==> src/rtl/dl_down_counter.sv <==
// dl_down_counter: loadable down-counter with pause (en), abort and a one-cycle expiry pulse (done).
// Latency: q, busy and done are registered; each changes on the rising edge after a load, count step or abort.
// Backpressure: load_ready is low in RUN, so loads are taken only in IDLE or DONE; macro DL_DOWN_COUNTER_RELOAD_EN adds auto-reload.
module dl_down_counter #(
   parameter int NUM_BITS = 4
) (
   input  logic                clk,
   input  logic                rst_n,
`ifdef DL_DOWN_COUNTER_RELOAD_EN
   input  logic                reload_en,
`endif
   input  logic                load_valid,
   output logic                load_ready,
   input  logic [NUM_BITS-1:0] load_val,
   input  logic                en,
   input  logic                abort,
   output logic [NUM_BITS-1:0] q,
   output logic                busy,
   output logic                done
);

   typedef enum logic [1:0] {
      S_IDLE = 2'd0,
      S_RUN  = 2'd1,
      S_DONE = 2'd2
   } state_t;

   state_t              state_q, state_d;
   logic [NUM_BITS-1:0] count_q, count_d;
   logic                done_q, done_d;
   logic                load_acc;

`ifdef DL_DOWN_COUNTER_RELOAD_EN
   logic [NUM_BITS-1:0] reload_q, reload_d;
`endif

   // Handshake and status are decoded from the state register alone.
   assign load_ready = (state_q == S_IDLE) || (state_q == S_DONE);
   assign busy       = (state_q == S_RUN);
   assign load_acc   = load_valid && load_ready;
   assign q          = count_q;
   assign done       = done_q;

   // Next-state logic: load in IDLE/DONE, abort > count step in RUN, DONE lasts one cycle.
   always_comb begin
      state_d  = state_q;
      count_d  = count_q;
      done_d   = 1'b0;
`ifdef DL_DOWN_COUNTER_RELOAD_EN
      reload_d = reload_q;
`endif
      case (state_q)
         S_IDLE, S_DONE: begin
            if (load_acc) begin
               count_d  = load_val;
`ifdef DL_DOWN_COUNTER_RELOAD_EN
               reload_d = load_val;
`endif
               if (load_val == '0) begin
                  // A zero load expires immediately without ever running.
                  state_d = S_DONE;
                  done_d  = 1'b1;
               end else begin
                  state_d = S_RUN;
               end
            end else if (state_q == S_DONE) begin
               state_d = S_IDLE;
            end
         end
         S_RUN: begin
            if (abort) begin
               // Abort wins over decrement and expiry; q is frozen where it stood.
               state_d = S_IDLE;
            end else if (en) begin
               if (count_q > NUM_BITS'(1)) begin
                  count_d = count_q - NUM_BITS'(1);
               end else begin
                  // Expiry step; the <= 1 test also keeps q from wrapping below zero.
                  done_d = 1'b1;
`ifdef DL_DOWN_COUNTER_RELOAD_EN
                  if (reload_en) begin
                     count_d = reload_q;
                  end else begin
                     count_d = '0;
                     state_d = S_DONE;
                  end
`else
                  count_d = '0;
                  state_d = S_DONE;
`endif
               end
            end
         end
         default: begin
            state_d = S_IDLE;
         end
      endcase
   end

   // State, count and pulse registers with synchronous active-low reset.
   always_ff @(posedge clk) begin
      if (!rst_n) begin
         state_q <= S_IDLE;
         count_q <= '0;
         done_q  <= 1'b0;
      end else begin
         state_q <= state_d;
         count_q <= count_d;
         done_q  <= done_d;
      end
   end

`ifdef DL_DOWN_COUNTER_RELOAD_EN
   // Reload value captured on every accepted load.
   always_ff @(posedge clk) begin
      if (!rst_n) begin
         reload_q <= '0;
      end else begin
         reload_q <= reload_d;
      end
   end
`endif

endmodule

==> config.mk <==
export PLATFORM = sky130hd
export DESIGN_NAME = dl_down_counter
export DESIGN_NICKNAME = d
export VERILOG_FILES = /design/src/rtl/dl_down_counter.sv
export SDC_FILE = /design/constraint.sdc
export NUM_CORES = 1
export LEC_CHECK = 0
export BUFFER_PORTS_ARGS = -buffer_cell sky130_fd_sc_hd__buf_2
export CAP_MARGIN = 5
export CORE_AREA = 2 2 39 41
export CTS_CLUSTER_DIAMETER = 150
export DETAILED_ROUTE_END_ITERATION = 10
export DIE_AREA = 0 0 41 43
export PLACE_DENSITY_LB_ADDON = 0.3
export SETUP_SLACK_MARGIN = 0.4
export SLEW_MARGIN = 20
export SYNTH_ARGS = -nofsm -noshare
export SYNTH_HDL_FRONTEND = slang
export SYNTH_SLANG_ARGS = --single-unit
==> constraint.sdc <==
create_clock -name clk -period 1.9 [get_ports clk]
set_input_delay 0.19 -clock clk [delete_from_list [all_inputs] [get_ports clk]]
set_output_delay 0.19 -clock clk [all_outputs]
set_load 0.01 [all_outputs]
* Yosys cells after proc, flatten, opt, wreduce, memory -nomap -nowiden
Cells that the tools add are included. Widths: inputs -> output; s select.
Storage, ports and cells: logic and storage cells 39, bits of input ports 9, bits in read-only memories 0, output and inout port bits 7, memories kept 0, latch bits 0, register bits after elaboration 7, RAM bits 0
Cells by class: magnitude comparators 1, bitwise gates (word level) 0, reductions and logical operators 8, add/sub/neg operators 1, equality and inequality tests 8, shift-type cells 0, multiplexer cells 18, div/mod/pow operators 0, $mul 0
Operators by type and width (number):
- $mux 4 | 4
- $mux 2 | 6
- $ne 3x3->1 const B | 3
- $pmux 4 s2 | 1
- $ne 2x2->1 const B | 3
- $mux 1 | 5
- $gt 4x1->1 const B | 1
- $logic_not 4->1 | 1
- $pmux 2 s2 | 1
- $reduce_and 4->1 | 1
- $sub 4x1->4 const B | 1
- $reduce_and 3->1 | 1
- $eq 2x1->1 const B | 1
- $eq 2x2->1 const B | 1
- $logic_not 2->1 | 1
- $pmux 1 s2 | 1
- $reduce_bool 2->1 | 1
- $reduce_or 2->1 | 1
- $logic_and 1x1->1 | 1
- $logic_or 1x1->1 | 1

* Depth between registers and ports, before layout
depth in word-level cells 5, mapped depth 5, depth with buffers taken out 5

* Worst setup path before layout
Ideal clock, no wire load.
path type register -> register, from register count_q[0] (netlist: q[0]), to register count_q[3] (netlist: q[3]), cell stages (with the launch flop) 6, arrival time 1.416 ns, path buffers 0, data required time 1.816 ns, slack 0.400 ns, library setup time 0.084 ns, period minus slack after synthesis 1.500 ns, path through dfxtp_1 inv_1 ha_1 or2_1 a211o_1 o31ai_2
Between the ends: word-level cells in the longest chain between the ends 5
Ends and longest elaborated chain:
- start: declaration | RTL line 29 | logic [NUM_BITS-1:0] count_q, count_d;
- start signal: assignment | RTL line 108 | count_q <= count_d;
- $sub 4x1->4 or $gt 4x1->1 (tied branches) | RTL line 76, 75
- $mux 4 (*) | RTL line 75 | if (count_q > NUM_BITS'(1)) begin
- $mux 4 (*) | RTL line 74 | end else if (en) begin
- $mux 4 (*) | RTL line 71 | if (abort) begin
- $pmux 4 s2 (*) | RTL line 52 | case (state_q)
Every way passes the cells marked *; elsewhere a longest branch is shown, timed or not. The select of a mux whose other input is x is not followed. A chain may end at the register's enable or synchronous reset.

* Worst setup path after layout
from register count_q[0] (netlist: q[0]), to register count_q[0] (netlist: q[0])
Same word-level chain as after synthesis.

==> impl_results.md <==
* DRT Pass-1 Iters at 4
* CP Capture Type: flop
* Leading post-synthesis cells by cell area: dfxtp_1 (29%), ha_1 (5.2%), a211o_2 (4.2%)
* Post-synth EDFFs at 0
* CTS buffer count at 3
* Number of global-route vias before repair at 440
* Sequential-to-total area share from yosys stat at 29.2%
* Most frequent cell after synthesis: dfxtp_1
* Post-Route Setup TNS at 0 ns
* Met3 wire length at 54 um
* Synth unique cells at 31
* Clk buf depth at 2
* Final Max Slew Viols at 0
* Cts hold-fix bufs at 0
* Post-Synth XOR/XNOR Area at 1.83%
* Worst-Skew Late Latency at 0.26 ns
* Period minus WS final at 1.42 ns
* Post-synth top area share at 29.2%
* Proportion of synthesized area in mux cells at 0%
* Worst setup path startpoint: q[0]$_SDFFE_PN0P_
* Hold Crit Start: load_val[1]
* CP Launch Type: flop
* Root Buffer: clkbuf_4
* R2R Path End: q[0]$_SDFFE_PN0P_
* # DRC at 0
* Via count at 498
* CP cell instances: inv_1, ha_2, or2_4, a211o_2, a31oi_1
* Routed wire length per instance at 13.4 um
* Bufs and invs on worst path at 1
* VDD IR-drop max at 414 uV
* Chip width at 41 um
* Crit share post-route at 74.6%
* CTS tree: done
* Hold violation total from the final report at 0
* H-tree depth at 1
* # fillers at 142
* Final WL at 1200 um
* Hold Path Stages at 3
* Post-synth net total at 67
* GPL Wtd Cong at 0.776
* Slew margin rel. at 68.1%
* Maximum Capacitance Violations at 0
* Flop2flop setup slack at 0.48 ns
* CP endpoint: q[0]$_SDFFE_PN0P_
* CP max FO at 6
* Final setup margin at 0.483 ns
* Synth Instances at 56
* Met1 Wirelength at 573 um
* Antenna cells at 0
* First-pass GRT wire length at 1900 um
* Share of layout cells above drive strength 1 at 38.4%
* Initial antenna violation count at 0
* Yosys warns at 0
* Post-route ant nets at 0
* Type of the most critical hold path: input port to flop
* Worst-path clk slew at 0.06 ns
* Tot GR Track Use at 16.3%
* Die area at 0.00176 mm^2
* FF+latch count, synth at 7
* Syn_area_per_cell at 8.56 um^2
* Simple-gate share of the synthesized area at 30.0%
* Fin nets at 85
* Input/output buffers at 15
* Family with the most delay on the worst path: compound AO/OA/AOI/OAI gates
* Total grt overflow at 0
* Final setup violation count at 0
* PwrDens at 737 mW/mm^2
* R2r worst-path depth at 5
* R2r startpoint: q[0]$_SDFFE_PN0P_
* Crit path arrival time at 1.59 ns
* Rows at 14
* Clk_skew at 0.00319 ns
* Synth Area in Compound Gates at 26.4%
* Met2 wire len at 526 um
* Dpl ws at 0.380 ns
* Adder-Cell Fraction of Synth Area at 5.22%
* Core Area at 0.00138 mm^2
* # clock sinks at 7
* Main combinational cell family by area after synthesis: simple AND/OR/NAND/NOR gates
* Drt via density at 5.60
* CP max stage delay at 0.37 ns
* Mapped cell area at 479 um^2
* Worst Max-Slew Pin Slew at 0.474 ns
* Most frequent cells after synthesis: dfxtp_1 (7), inv_1 (5), nand2_1 (4), nor3_1 (4), nor2b_1 (3)
* Fmax at 706 MHz
* I/O pin cnt at 16
* Dominant synthesized flop cell: dfxtp_1
* Pin count of the biggest net entering global routing at 10
* Initial DRC count at 8
* RSZ-0062 raised after global routing: false
* Area delta synth->final at 24.5%
* Initial Util at 34.6%
* Cell taking the most area after synthesis: dfxtp_1
* Dpl hpwl at 903 um
* Critical path class: flop to flop
* Asr flop ratio synth at 0%
* Critical Path RT at 2.08 ns
* Die height at 43 um
* Crit path depth at 5
* Lkg Pwr at 0.255 nW
* Status: finished clean
* Max Used Layer: met4
* Max stage delay cell, worst path: dfxtp_4
## report_power, final
group	internal [W]	switching [W]	leakage, nW
clock	0.0000807	0.0000629	0.0150
combinational	0.0000565	0.0000649	0.181
sequential	0.000159	0.0000162	0.0588
total	0.000296	0.000144	0.255
## metal layers
metal | vias up | global-route usage, %
met2 | 16 | 20.6
met1 | 232 | 23.3
met4 | 0 | 12.0
met5 | - | 0
li1 | 244 | -
met3 | 6 | 3.14
## cell type report
type                            instances  area, um^2  share of cell area [%]
Clock buffer                            4        26.3                    4.40
Inverter                                5        18.8                    3.14
Multi-Input combinational cell         42         309                    51.8
Sequential cell                         7         148                    24.7
Tap cell                               16        20.0                    3.35
Timing Repair Buffer                   15        75.1                    12.6
## placed cells by master, fill, tap and decap left out, types with 2 or more instances in the layout
cell      synthesis  routed
buf_2             1      15
nor3_1            4       4
dfxtp_1           7       5
a211o_1           2       2
o31ai_1           2       2
nand2_1           4       4
clkbuf_4          0       3
a21oi_1           2       2
nor2_1            2       2
dfxtp_4           0       2
nor2b_1           3       3
inv_1             5       5
a211o_2           2       2
a31oi_1           2       2
## worst min-delay path, cell delays in order
cell	delay (ns)
buf_2	0.10
nand2_1	0.05
a31oi_1	0.07
## metrics by stage
stage	hold WS, ns	utilization (%)	cell area, um^2	std cells	power, W
final	0.197	43.1	597	89	0.000440
after global routing	0.196	43.1	597	89	0.000468
after CTS	0.194	42.6	589	89	0.000439
after detailed placement	0.471	40.4	559	85	0.000293
after global placement	0.463	40.4	559	85	0.000291
after floorplan	0.308	-	480	56	0.000257
## flip-flops by register name, summed over array words and instances, names as in the netlist
signal / count
q: 4
done: 1
state_q: 2
## logic make-up after synthesis
family                     Yosys count
AOI/OAI and AO/OA                   16
DFF                                  7
and+or+nand+nor                     23
xor gates and xnor gates             1
buffers and inverters                7
adders and majority gates            2
## how the worst min path moves through the flow
stage                                   end  slack [ns]
global placement          q[1]$_SDFFE_PN0P_        0.46
global route              q[1]$_SDFFE_PN0P_        0.20
CTS                       q[1]$_SDFFE_PN0P_        0.19
detailed placement        q[1]$_SDFFE_PN0P_        0.47
finish                    q[1]$_SDFFE_PN0P_        0.20
floorplan           state_q[0]$_SDFFE_PN0P_        0.31
## timing repair
action | CTS | global route
endpoints found under the setup margin | 2 | 3
pin swaps | 0 | 1
resized for setup | 2 | 3
setup buffers | 0 | 0
(Power assumes the default switching activity.)
